[src/rtl/serial_adder_pkg.sv]
// Shared types and helpers for the bit-serial adder: FSM state encoding and counter sizing.
package serial_adder_pkg;

    typedef enum logic [1:0] {
        IDLE = 2'd0,
        RUN  = 2'd1,
        DONE = 2'd2
    } state_t;

    // Bit counter must index 0..WIDTH-1 but never collapse to zero bits.
    function automatic int cnt_width(input int w);
        return (w <= 2) ? 1 : $clog2(w);
    endfunction

endpackage

[src/rtl/serial_adder_if.sv]
// Request/result bundle of the serial adder. The ovf signal exists only when SERIAL_ADDER_OVF_EN is defined.
interface serial_adder_if
    import serial_adder_pkg::*;
#(
    parameter int WIDTH = 8
);
    // Handshake: start is a request that is accepted on any rising edge where the adder
    // is in IDLE or DONE; a, b and cin are captured only on that accepting edge. busy is
    // high for the whole RUN phase (start ignored), done is a one-cycle pulse when sum/cout
    // (and ovf) take their new value, and those results hold until the next completion.
    logic             start;
    logic [WIDTH-1:0] a;
    logic [WIDTH-1:0] b;
    logic             cin;
    logic             busy;
    logic             done;
    logic [WIDTH-1:0] sum;
    logic             cout;
`ifdef SERIAL_ADDER_OVF_EN
    logic             ovf;
`endif
    state_t           state;

`ifdef SERIAL_ADDER_OVF_EN
    modport master (output start, a, b, cin, input busy, done, sum, cout, ovf, state);
    modport slave  (input start, a, b, cin, output busy, done, sum, cout, ovf, state);
`else
    modport master (output start, a, b, cin, input busy, done, sum, cout, state);
    modport slave  (input start, a, b, cin, output busy, done, sum, cout, state);
`endif

endinterface

[src/rtl/serial_adder_full_adder_cell.sv]
// Combinational full adder built from two half-adder stages and an OR of their carries.
module full_adder_cell (
    input  logic x,
    input  logic y,
    input  logic ci,
    output logic s,
    output logic co
);
    logic h1_s;
    logic h1_c;
    logic h2_c;

    assign h1_s = x ^ y;
    assign h1_c = x & y;
    assign s    = h1_s ^ ci;
    assign h2_c = h1_s & ci;
    assign co   = h1_c | h2_c;

endmodule

[src/rtl/serial_adder.sv]
// Bit-serial adder: one full_adder_cell reused over WIDTH cycles, LSB first, carry held in a flop.
// Optional signed-overflow output is enabled by defining SERIAL_ADDER_OVF_EN.
module serial_adder
    import serial_adder_pkg::*;
#(
    parameter int WIDTH = 8
) (
    input  logic           clk,
    input  logic           rst,
    serial_adder_if.slave  bus
);
    localparam int CW = cnt_width(WIDTH);

    state_t           state;
    logic [WIDTH-1:0] opa;
    logic [WIDTH-1:0] opb;
    logic [WIDTH-1:0] res;
    logic [WIDTH-1:0] res_next;
    logic [WIDTH-1:0] s_msb;
    logic             carry;
    logic [CW-1:0]    cnt;
    logic [WIDTH-1:0] sum_q;
    logic             cout_q;
    logic             busy_q;
    logic             done_q;
    logic             fa_s;
    logic             fa_co;
    logic             last;
`ifdef SERIAL_ADDER_OVF_EN
    logic             ovf_q;
`endif

    full_adder_cell u_fa (
        .x  (opa[0]),
        .y  (opb[0]),
        .ci (carry),
        .s  (fa_s),
        .co (fa_co)
    );

    // New bit enters at the MSB so that after WIDTH shifts bit 0 holds the first sum bit.
    always_comb begin
        s_msb            = '0;
        s_msb[WIDTH-1]   = fa_s;
        res_next         = (res >> 1) | s_msb;
    end

    assign last = (cnt == CW'(WIDTH - 1));

    always_ff @(posedge clk) begin
        if (rst) begin
            state  <= IDLE;
            opa    <= '0;
            opb    <= '0;
            res    <= '0;
            carry  <= 1'b0;
            cnt    <= '0;
            sum_q  <= '0;
            cout_q <= 1'b0;
            busy_q <= 1'b0;
            done_q <= 1'b0;
`ifdef SERIAL_ADDER_OVF_EN
            ovf_q  <= 1'b0;
`endif
        end else begin
            case (state)
                IDLE, DONE: begin
                    done_q <= 1'b0;
                    if (bus.start) begin
                        opa    <= bus.a;
                        opb    <= bus.b;
                        carry  <= bus.cin;
                        cnt    <= '0;
                        res    <= '0;
                        state  <= RUN;
                        busy_q <= 1'b1;
                    end else begin
                        state  <= IDLE;
                        busy_q <= 1'b0;
                    end
                end
                RUN: begin
                    carry <= fa_co;
                    opa   <= opa >> 1;
                    opb   <= opb >> 1;
                    res   <= res_next;
                    cnt   <= cnt + CW'(1);
                    if (last) begin
                        sum_q  <= res_next;
                        cout_q <= fa_co;
`ifdef SERIAL_ADDER_OVF_EN
                        // On the MSB step the carry flop holds the carry into the MSB.
                        ovf_q  <= carry ^ fa_co;
`endif
                        state  <= DONE;
                        busy_q <= 1'b0;
                        done_q <= 1'b1;
                    end
                end
                default: begin
                    state  <= IDLE;
                    busy_q <= 1'b0;
                    done_q <= 1'b0;
                end
            endcase
        end
    end

    assign bus.busy  = busy_q;
    assign bus.done  = done_q;
    assign bus.sum   = sum_q;
    assign bus.cout  = cout_q;
    assign bus.state = state;
`ifdef SERIAL_ADDER_OVF_EN
    assign bus.ovf   = ovf_q;
`endif

endmodule

[src/flat_wrapper.sv]
// flat-port wrapper written by rule: the top's interface ports become plain ports
module serial_adder_flat import serial_adder_pkg::*;
#(
    parameter int WIDTH = 8
)
  (clk, rst, bus_start, bus_a, bus_b, bus_cin, bus_busy, bus_done, bus_sum, bus_cout, bus_state);
  serial_adder_if #(.WIDTH(WIDTH)) bus_i ();
  input  logic clk;
  input  logic rst;
  input wire logic [$bits(bus_i.start)-1:0] bus_start;
  input wire logic [$bits(bus_i.a)-1:0] bus_a;
  input wire logic [$bits(bus_i.b)-1:0] bus_b;
  input wire logic [$bits(bus_i.cin)-1:0] bus_cin;
  output wire logic [$bits(bus_i.busy)-1:0] bus_busy;
  output wire logic [$bits(bus_i.done)-1:0] bus_done;
  output wire logic [$bits(bus_i.sum)-1:0] bus_sum;
  output wire logic [$bits(bus_i.cout)-1:0] bus_cout;
  output wire logic [$bits(bus_i.state)-1:0] bus_state;
  assign bus_i.start = bus_start;
  assign bus_i.a = bus_a;
  assign bus_i.b = bus_b;
  assign bus_i.cin = bus_cin;
  assign bus_busy = bus_i.busy;
  assign bus_done = bus_i.done;
  assign bus_sum = bus_i.sum;
  assign bus_cout = bus_i.cout;
  assign bus_state = bus_i.state;
  serial_adder #(.WIDTH(WIDTH)) u_core (.clk(clk), .rst(rst), .bus(bus_i));
endmodule
[config.mk]
export PLATFORM = sky130hd
export DESIGN_NAME = serial_adder_flat
export DESIGN_NICKNAME = d
export VERILOG_FILES = /design/src/rtl/serial_adder_pkg.sv /design/src/rtl/serial_adder_if.sv /design/src/rtl/serial_adder_full_adder_cell.sv /design/src/rtl/serial_adder.sv /design/src/flat_wrapper.sv
export SDC_FILE = /design/constraint.sdc
export NUM_CORES = 1
export LEC_CHECK = 0
export BUFFER_PORTS_ARGS = -buffer_cell sky130_fd_sc_hd__buf_4
export CORE_MARGIN = 10
export CORE_UTILIZATION = 47
export CTS_CLUSTER_SIZE = 8
export DETAILED_ROUTE_END_ITERATION = 12
export MAX_ROUTING_LAYER = met4
export PLACE_DENSITY = 0.81
export SKIP_LAST_GASP = 1
export SLEW_MARGIN = 20
export SYNTH_ARGS = -nofsm -noshare
export SYNTH_HDL_FRONTEND = slang
export SYNTH_SLANG_ARGS = --single-unit
[constraint.sdc]
create_clock -name clk -period 1.2 [get_ports clk]
set_clock_uncertainty 0.15 [all_clocks]
set_input_delay 0.3 -clock clk [delete_from_list [all_inputs] [get_ports clk]]
set_output_delay 0.3 -clock clk [all_outputs]
set_load 0.02 [all_outputs]
==> After elaboration in Yosys (flattened, before gate mapping) <==
Cells that the tools add are included.
{ "totals": {"register_bits": 41, "inputBits": 20} }
{ "classes": {"n_addsub": 1, "eq_ne": 5, "muxes": 16, "bitwise_logic": 7, "n_reduce_logical": 6} }
{ "ops": {"columns": ["cell", "count"], "rows": [
  ["$pmux 8 s2", 3],
  ["$mux 8", 3],
  ["$or 7x8->8", 1],
  ["$pmux 3 s2", 1],
  ["$mux 1", 4],
  ["$pmux 1 s2", 2],
  ["$pmux 2 s2", 1],
  ["$reduce_and 2->1", 2],
  ["$reduce_or 2->1", 2],
  ["$add 3x1->3 const B", 1],
  ["$eq 3x3->1 const B", 1],
  ["$mux 3", 1],
  ["$and 1x1->1", 2],
  ["$eq 2x1->1 const B", 1],
  ["$eq 2x2->1 const B", 1],
  ["$logic_not 2->1", 1],
  ["$mux 2", 1],
  ["$ne 2x1->1 const B", 1],
  ["$ne 2x2->1 const B", 1],
  ["$reduce_bool 2->1", 1],
  ["$xor 1x1->1", 2],
  ["$not 1->1", 1],
  ["$or 1x1->1", 1]
]} }

==> Longest topological paths before layout <==
Gate-level depths: netlist (run 1).
{ "logic_depth": {"depth_word": 4, "depth_mapped": 5} }

==> Modules after synthesis <==
From an unflattened synthesis (run 1), not the netlist that was laid out.
{ "unflattened": {"cells_unflattened": 195, "hier_area_um2": 1609.0} }
{ "by_module_without_submodules": {"columns": ["module", "n_inst", "cells_per_inst", "area_per_inst_um2", "seq_area_each_um2"], "rows": [
  ["serial_adder", 1, 194, 1589.0, 800.8],
  ["full_adder_cell", 1, 1, 20.0, 0.0]
]} }

==> Worst setup path before layout (run 1) <==
Ideal clock, no wire load.
{ "synth_timing": {"path_type": "register to register", "startpoint": "register u_core.cnt[0]", "endpoint": "register u_core.sum_q[0], in the netlist u_core.bus.sum[0]", "setup_ns": 0.071, "t_arrival_ns": 1.136, "required_time_ns": 0.979, "slack_ns": -0.157, "stages_incl_launch_ff": 6, "path_buffers": 1, "path_cell_list": "dfxtp_1 > ha_1 > ha_1 > buf_1 > nand3_1 > a21oi_1"} }
{ "synth_between": {"elab_chain_cells": 2} }
{ "synth_lines": {"columns": ["item", "line", "rtl"], "rows": [
  ["start: declaration", "serial_adder.sv:21", "logic [CW-1:0] cnt;"],
  ["start signal: assignment", "serial_adder.sv:87", "cnt <= cnt + CW'(1);"],
  ["$eq 3x3->1", "serial_adder.sv:48", "assign last = (cnt == CW'(WIDTH - 1));"],
  ["$reduce_and 2->1 (no source line)", null, null],
  ["end signal: assignment", "serial_adder.sv:89", "sum_q <= res_next;"],
  ["end: declaration", "serial_adder.sv:22", "logic [WIDTH-1:0] sum_q;"]
]} }
Every way passes these cells.
A chain may end at the register's enable or synchronous reset.

==> Final worst setup path (run 1) <==
{ "layout_timing": {"startpoint": "register u_core.opa[0]", "endpoint": "register u_core.sum_q[7], in the netlist u_core.bus.sum[7]"} }
{ "layout_between": {"elab_chain_cells": 3} }
{ "layout_lines": {"columns": ["item", "line", "rtl"], "rows": [
  ["start: declaration", "serial_adder.sv:15", "logic [WIDTH-1:0] opa;"],
  ["start signal: assignment", "serial_adder.sv:70", "opa <= bus.a;"],
  ["start signal: assignment", "serial_adder.sv:84", "opa <= opa >> 1;"],
  ["$xor 1x1->1", "serial_adder_full_adder_cell.sv:13", "assign h1_s = x ^ y;"],
  ["$xor 1x1->1", "serial_adder_full_adder_cell.sv:15", "assign s = h1_s ^ ci;"],
  ["net u_core.fa_s", "serial_adder.sv:26", "logic fa_s;"],
  ["$or 7x8->8", "serial_adder.sv:45", "res_next = (res >> 1) | s_msb;"]
]} }
The timed path passes the listed nets, and every way through them passes these cells.

==> qor.txt, run 1 <==
Per-cell via count in the routed design = 5.69
Final antenna-violating net count = 0
Slew at the pin closest to its max-slew limit = 0.405 ns
Synthesized netlist cell count = 181
Total wirelength of the detailed-routed design = 4500 um
Worst-case vdd ir drop = 0.000737 V
Die outline height = 77.7 um
Max-slew violation count = 0
Global-route wire length before repair = 6320 um
Diode insertion count for antenna repair = 0
Count of flip-flops with a built-in enable after synthesis = 0
Net count after synthesis = 204
Clock Power Share = 24.5%
Synthesized area per cell = 8.65 um2
Basic-gate share of the synthesized area counting and, or, nand and nor cells = 25.4%
Maximum number of pins on one net before global-route repair = 41
Startpoint of the worst-slack reg-to-reg timing path = u_core.opa[0]
Initial antenna violation count = 0
Met3 routed wirelength = 283 um
Sink Count = 40
Number of cell rows = 20
Switching part of the total = 28.0%
Pre-CTS setup slack = -0.205 ns
Terminating pin of the worst hold path = u_core.opa[7]
Int Power = 1.91 mW
Setup Viol. Count Final = 50
Vias in the first global route = 1378
Required time worst endpoint = 1.33 ns
Reg2reg path depth = 3
Share of synthesized flip-flops with an asynchronous set or reset = 0%
List of cells traversed by the critical path = fa_1 > nand3_1 > a21oi_1
Final period utilization = 113%
Final non-filler cell total = 276
M1 wire length = 1850 um
Synthesized-area fraction occupied by adder cells = 2.88%
PwrDens = 1120 nW/um2
Hold/Removal Path Class = in -> reg
DR vias = 1570
Share of the synthesized area in compound gates (AO/OA/AOI/OAI) = 13.7%
Relative contribution of sequential cells to total power = 54.7%
Num ports = 33
Residual DRC count = 0
Ys Warns = 0
Minimum period implied by the final worst setup slack = 1.36 ns
Total instance count after detailed placement = 254
Worst hold slack across all endpoints = 0.0400 ns
Clk Tree Root Cell = sky130_fd_sc_hd__clkbuf_4
Global-route total usage across every layer = 13.2%
Master of the slowest instance on the critical path = sky130_fd_sc_hd__fa_1
Prevailing post-synth register cell = sky130_fd_sc_hd__dfxtp_1
Critical Path Start Type = flip-flop
Count of max-cap constraint violations = 0
Violations in the final reports = negative setup slack
Final RePlAce weighted congestion = 0.769
Proportion of synthesized area in mux cells = 0%
Total CTS buffers = 5
Critical Path End Type = flip-flop
CTS tree = yes
Starting utilization of the core area = 50.1%
Number of instances on the worst hold path = 3
Standard cell core area = 3130 um2
Kind of critical path = reg -> reg
Number of buffers between clock root and the deepest sink = 2
Fraction of final layout cells sized beyond drive strength 1 = 45.7%
Switching power = 744 uW
Initial DRT Pass Iterations = 4
Die Outline Area = 6040 um2
Crit. Startpoint = u_core.opa[0]
Peak clock frequency supported by timing = 735 MHz
Post-synthesis instance area = 1570 um2
Max Used Layer = met4
P&R area growth vs syn = 51.1%
Arrival time worst endpoint = 1.49 ns
Number of DRC markers after the initial detailed-route iteration = 180
Maximum net fanout on the critical path = 2
Clock latency on the worst-skew pair = 0.36 ns
Main combinational cell family by area after synthesis = simple AND/OR/NAND/NOR gates
Post-route total power = 2.66 mW
Core occupancy in the finished layout = 75.7%
Final net count = 255
Final hold violation count = 0
Count of hold buffers inserted by post-cts repair = 0
Xor/xnor share of the synthesized area = 0%
Register-to-Register Setup Slack = -0.16 ns
Distinct cells, synth = 20
Wire length on met2 = 2260 um
GR Overflow Total = 0
CTS clock-pin slew for the worst setup and hold paths = 0.12 ns
Half-perimeter wire length after detailed placement = 2650 um
DIE WIDTH = 77.7 um
Final worst setup slack = -0.160 ns
# H-tree levels = 2
Register area share after synthesis = 51.1%
Outcome = finished with violations
Tightest slew margin relative to the limit = 73.0%
#FFs+latches synth = 40
DR WL/cell = 16.3 um
RSZ-0062 raised after global routing = yes
Combinational Power Share = 20.8%
Count of buffers from port buffering = 32
Leakage = 0.918 nW
Hold wc startpoint = bus_a[7]
End of the worst register-to-register path = u_core.bus.sum[7]
Slowest Stage Delay on Critical Path = 0.57 ns
power groups by stage:
stage / Clock [mW] / Sequential, mW / Combinational, mW
2_1_floorplan: 0 / 1.47 / 0.284
3_3_place_gp: 0 / 1.47 / 0.410
3_5_place_dp: 0 / 1.48 / 0.425
4_1_cts: 0.675 / 1.45 / 0.439
5_1_grt: 0.723 / 1.46 / 0.585
6_report: 0.652 / 1.45 / 0.552
worst max-delay path, delay by kind of cell (launching register included):
| family | cells | cell delay [ns] |
|---|---|---|
| adders and majority gates | 1 | 0.57 |
| AOI/OAI and AO/OA | 1 | 0.14 |
| DFF | 1 | 0.35 |
| and+or+nand+nor | 1 | 0.08 |
final cells by class:
cell class,instances,area [um2]
multi-input combinational,124,778
timing repair buffer,61,658
tap,44,55.1
clock buffer,5,37.5
fill,208,761
sequential,40,827
clock inverter,2,11.3
cells by family (layout without fill, tap and decap cells):
| family | after synthesis | in the layout |
|---|---|---|
| DFF | 40 | 40 |
| AOI/OAI and AO/OA | 38 | 38 |
| adders and majority gates | 3 | 3 |
| and+or+nand+nor | 83 | 83 |
| buffers and inverters | 17 | 68 |
sequential cells by signal, indices dropped and copies added, names as in the netlist:
signal and cells:
u_core.bus.sum 8, u_core.opa 8, u_core.opb 8, u_core.res 7, u_core.cnt 3, u_core.bus.state 2, u_core.bus.busy 1, u_core.bus.cout 1
u_core.bus.done 1, u_core.carry 1
cell usage in the layout (no fill, tap or decap), types with 3 or more instances in the layout:
master,netlist,layout
sky130_fd_sc_hd__buf_4,2,30
sky130_fd_sc_hd__buf_6,4,22
sky130_fd_sc_hd__nor3_2,0,13
sky130_fd_sc_hd__nor3_1,29,16
sky130_fd_sc_hd__clkbuf_4,0,5
sky130_fd_sc_hd__o22ai_1,14,14
sky130_fd_sc_hd__nor2_1,3,3
sky130_fd_sc_hd__nand3_1,21,21
sky130_fd_sc_hd__a21oi_1,22,21
sky130_fd_sc_hd__nand2_1,22,21
sky130_fd_sc_hd__dfxtp_2,0,15
sky130_fd_sc_hd__dfxtp_1,40,23
sky130_fd_sc_hd__buf_12,0,6
cell usage after synthesis (all sizes together), types with 2 or more instances:
master / count / area, um2
dfxtp: 40 / 801
nor3: 29 / 145
a21oi: 22 / 110
nand2: 22 / 82.6
nand3: 21 / 105
o22ai: 14 / 87.6
buf: 13 / 93.8
clkbuf: 4 / 15.0
nand2b: 3 / 18.8
nor2: 3 / 11.3
ha: 2 / 25.0
nand3b: 2 / 15.0
nor2b: 2 / 12.5
what timing repair did:
| action | in CTS | in global routing |
|---|---|---|
| resized for setup | 31 | 17 |
| setup endpoints to repair | 49 | 53 |
| gates cloned | 0 | 6 |
| setup buffers | 7 | 2 |
| pin swaps | 5 | 3 |
per-stage QoR:
stage | instance area [um2] | TNS [ns]
after CTS | 2190 | -3.16
after global routing | 2370 | -6.38
final | 2370 | -3.63
after floorplan | 1670 | -0.410
after detailed placement | 2000 | -2.80
after global placement | 2000 | -1.94
worst max-delay path by stage:
stage,slack (ns),end
final,-0.16,u_core.bus.sum[7]
after floorplan,-0.05,u_core.bus.sum[7]
after detailed placement,-0.20,u_core.bus.cout
after CTS,-0.13,bus_state[1]
after global placement,-0.18,u_core.bus.sum[7]
after global routing,-0.19,u_core.bus.cout
per-layer routing:
metal,vias up,global-route usage [%]
li1,743,-
met1,764,14.8
met2,53,20.1
met3,10,5.41
met4,0,6.02
met5,-,-
Note: power is estimated with default switching activity, not from simulation.
==> inputs of run 2 (changes only) <==
--- a/config.mk
+++ b/config.mk
@@ -6,14 +6,16 @@
 export NUM_CORES = 1
 export LEC_CHECK = 0
 export BUFFER_PORTS_ARGS = -buffer_cell sky130_fd_sc_hd__buf_4
+export CORE_ASPECT_RATIO = 1.25
 export CORE_MARGIN = 10
-export CORE_UTILIZATION = 47
+export CORE_UTILIZATION = 48
 export CTS_CLUSTER_SIZE = 8
 export DETAILED_ROUTE_END_ITERATION = 12
 export MAX_ROUTING_LAYER = met4
-export PLACE_DENSITY = 0.81
+export PLACE_DENSITY = 0.74
 export SKIP_LAST_GASP = 1
 export SLEW_MARGIN = 20
 export SYNTH_ARGS = -nofsm -noshare
 export SYNTH_HDL_FRONTEND = slang
+export SYNTH_HIERARCHICAL = 1
 export SYNTH_SLANG_ARGS = --single-unit
==> run 2 against run 1 <==
Against the previous run: the run still ends with negative setup slack left; core utilization rose by 0.41 points; sequential share of layout area is 1.3 points lower; clock power rose by 41%; first-iteration DRC count fell by 44%; via count up 3.0%.
==> qor.txt, run 2 <==
Outcome = finished with violations
Violations in the final reports = negative setup slack
#FFs+latches synth = 40 (unchanged)
Count of max-cap constraint violations = 0 (unchanged)
Share of synthesized flip-flops with an asynchronous set or reset = 0% (unchanged)
# H-tree levels = 2 (unchanged)
Setup Viol. Count Final = 44 (-12%)
Distinct cells, synth = 20 (unchanged)
Leading cell type in the layout, fill and taps excluded = sky130_fd_sc_hd__nand2_1
Count of buffers from port buffering = 32 (unchanged)
Synth area leader = sky130_fd_sc_hd__dfxtp_1
Ys Warns = 6 (+6)
Most used standard cell by instance count after synthesis = sky130_fd_sc_hd__nand2_1
Total CTS buffers = 5 (unchanged)
Critical Path End Type = flip-flop
Count of flip-flops with a built-in enable after synthesis = 0 (unchanged)
Half-perimeter wire length after detailed placement = 2770 um (+4.8%)
Number of cell rows = 23 (+15%)
Arrival time worst endpoint = 1.43 ns (-0.06 ns)
Sink Count = 40 (unchanged)
Slowest Stage Delay on Critical Path = 0.58 ns (about the same)
Commonest cells after routing, fill and taps aside = 40 x sky130_fd_sc_hd__nand2_1, 34 x sky130_fd_sc_hd__buf_4, 24 x sky130_fd_sc_hd__dfxtp_1
Starting utilization of the core area = 49.9% (-0.16 points)
Global-route wire length before repair = 7190 um (+14%)
Leading cell types by count after synthesis = 50 x sky130_fd_sc_hd__nand2_1, 40 x sky130_fd_sc_hd__dfxtp_1, 22 x sky130_fd_sc_hd__a21oi_1
Die outline height = 84.7 um (+9.0%)
Master of the slowest instance on the critical path = sky130_fd_sc_hd__fa_1
DR WL/cell = 16.7 um (+2.2%)
Kind of critical path = reg -> reg
Synthesized netlist cell count = 195 (+7.7%)
Diode insertion count for antenna repair = 0 (unchanged)
DR vias = 1617 (+3.0%)
Num ports = 33 (unchanged)
Final hold violation count = 0 (unchanged)
Maximum net fanout on the critical path = 2 (unchanged)
Fraction of final layout cells sized beyond drive strength 1 = 45.5% (-0.20 points)
Proportion of netlist area held by the largest area contributor = 49.8% (-1.4 points)
Initial DRT Pass Iterations = 5 (+1)
Total wirelength of the detailed-routed design = 4690 um (+4.0%)
CTS clock-pin slew for the worst setup and hold paths = 0.07 ns (-0.05 ns)
Synth top area cells = sky130_fd_sc_hd__dfxtp_1 50%, sky130_fd_sc_hd__nand2_1 12%, sky130_fd_sc_hd__a311oi_1 8.2%, sky130_fd_sc_hd__a21oi_1 6.8%, sky130_fd_sc_hd__nand3_1 6.5%
Count of hold buffers inserted by post-cts repair = 0 (unchanged)
Hold/Removal Path Class = in -> reg
Peak clock frequency supported by timing = 737 MHz (+0.28%)
Max-slew violation count = 0 (unchanged)
Total instance count after detailed placement = 262 (+3.1%)
Minimum period implied by the final worst setup slack = 1.36 ns (-0.00378 ns)
Die Outline Area = 6080 um2 (+0.67%)
Number of buffers between clock root and the deepest sink = 2 (unchanged)
Final worst setup slack = -0.156 ns (+0.00378 ns)
Required time worst endpoint = 1.27 ns (-0.06 ns)
Tightest slew margin relative to the limit = 70.5% (-2.5 points)
Register area share after synthesis = 49.8% (-1.4 points)
DIE WIDTH = 71.8 um (-7.6%)
Vias in the first global route = 1598 (+16%)
Setup TNS = -3.48 ns (+0.146 ns)
P&R area growth vs syn = 52.4%
Final net count = 266 (+4.3%)
Final antenna-violating net count = 0 (unchanged)
Final non-filler cell area = 2450 um2 (+3.6%)
Standard cell core area = 3220 um2 (+3.0%)
GR Overflow Total = 0 (unchanged)
List of cells traversed by the critical path = fa_1 > nand3_1 > a21oi_1
Residual DRC count = 0 (unchanged)
Prevailing post-synth register cell = sky130_fd_sc_hd__dfxtp_1
PwrDens = 1180 nW/um2 (+4.7%)
Number of DRC markers after the initial detailed-route iteration = 100 (-44%)
CTS tree = yes
Filler Cells Inserted = 210 (+0.96%)
Final non-filler cell total = 281 (+1.8%)
Maximum number of pins on one net before global-route repair = 41 (unchanged)
Post-synthesis instance area = 1610 um2 (+2.7%)
Post-detailed-placement cell area = 2000 um2 (+0.25%)
Global-route total usage across every layer = 14.6% (+1.4 points)
Clk Tree Root Cell = sky130_fd_sc_hd__clkbuf_8
Synthesized area per cell = 8.25 um2 (-4.7%)
RSZ-0062 raised after global routing = yes
Per-cell via count in the routed design = 5.75 (+1.2%)
Leakage = 0.976 nW (+6.3%)
Final RePlAce weighted congestion = 0.737 (-4.2%)
Slew at the pin closest to its max-slew limit = 0.443 ns (+0.0380 ns)
Critical Path Start Type = flip-flop
Net count after synthesis = 218 (+6.9%)
Initial antenna violation count = 0 (unchanged)
Clock latency on the worst-skew pair = 0.29 ns (-0.07 ns)
Final period utilization = 113% (-0.32 points)
Worst-case vdd ir drop = 0.00103 V (+40%)
==> run 2: changes by cell type in the layout (fill, tap and decap cells not counted), sizes merged <==
cell / before / now
clkinv: 1 / 2
nor3: 29 / 1
nand2: 22 / 50
nor2: 3 / 17
buf: 59 / 57
nor2b: 2 / 1
a311oi: 1 / 15
inv: 1 / 0
o22ai: 14 / 0
and2b: 0 / 1
==> run 2: final timing paths <==
kind                                   startpoint           endpoint  slack [ns]  cells after the start
worst min register to register  u_core/bus.sum[5]  u_core/bus.sum[5]        0.33                      2
worst min-delay path                     bus_a[7]      u_core/opa[7]        0.11                      3
worst max-delay path                 u_core/carry  u_core/bus.sum[7]       -0.16                      3
worst max register to register       u_core/carry  u_core/bus.sum[7]       -0.16                      3
==> run 2: logic make-up (layout without fill, tap and decap cells) <==
group | Yosys count | in the layout | synth area share, %
AOI/OAI and AO/OA | 38 | 38 | 15.5
DFF | 40 | 40 | 49.8
and+or+nand+nor | 97 | 97 | 25.9
buffers and inverters | 17 | 66 | 6.07
adders and majority gates | 3 | 3 | 2.80
==> run 2: repair_timing <==
action | CTS | global route
buffers inserted | 4 | 3
setup endpoints to repair | 50 | 53
gates resized for setup | 38 | 27
pin swaps | 14 | 18
hold endpoints to repair | 0 | 0
cloned | 3 | 1
==> run 2: per-layer routing <==
layer / track usage [%] / up-vias / part of all wire [%]
met5: - / - / 0
met4: 5.47 / 0 / 3.0
met3: 4.71 / 19 / 5.1
met2: 25.9 / 64 / 55
met1: 14.3 / 773 / 37
li1: - / 761 / -
==> run 2: final cells by class <==
type | instances | area [um2] | area share, %
tap | 37 | 46.3 | 1.89
clock inverter | 2 | 10.0 | 0.408
clock buffer | 6 | 82.6 | 3.37
timing repair buffer | 58 | 611 | 24.9
sequential | 40 | 826 | 33.7
multi-input combinational | 138 | 877 | 35.8
==> run 2: critical path, delay by kind of cell (launching register included) <==
| family | cells | cell delay (ns) |
|---|---|---|
| fa+ha+maj | 1 | 0.58 |
| simple gates | 1 | 0.10 |
| compound gates | 1 | 0.12 |
| flops | 1 | 0.34 |
==> run 2: where the power goes <==
group / switching, mW / internal, mW
clock: 0.458 / 0.459
sequential: 0.0554 / 1.39
combinational: 0.252 / 0.264
==> run 2: per-stage QoR <==
| step | total power, mW | hold WS (ns) | util [%] | setup WS (ns) |
|---|---|---|---|---|
| final | 2.88 | 0.112 | 76.1 | -0.156 |
| after CTS | 2.82 | 0.116 | 71.5 | -0.111 |
| after global routing | 2.99 | 0.124 | 76.1 | -0.226 |
| after global placement | 1.82 | 0.299 | 62.2 | -0.111 |
| after detailed placement | 1.84 | 0.306 | 62.2 | -0.189 |
| after floorplan | 1.70 | 0.286 | - | -0.0410 |
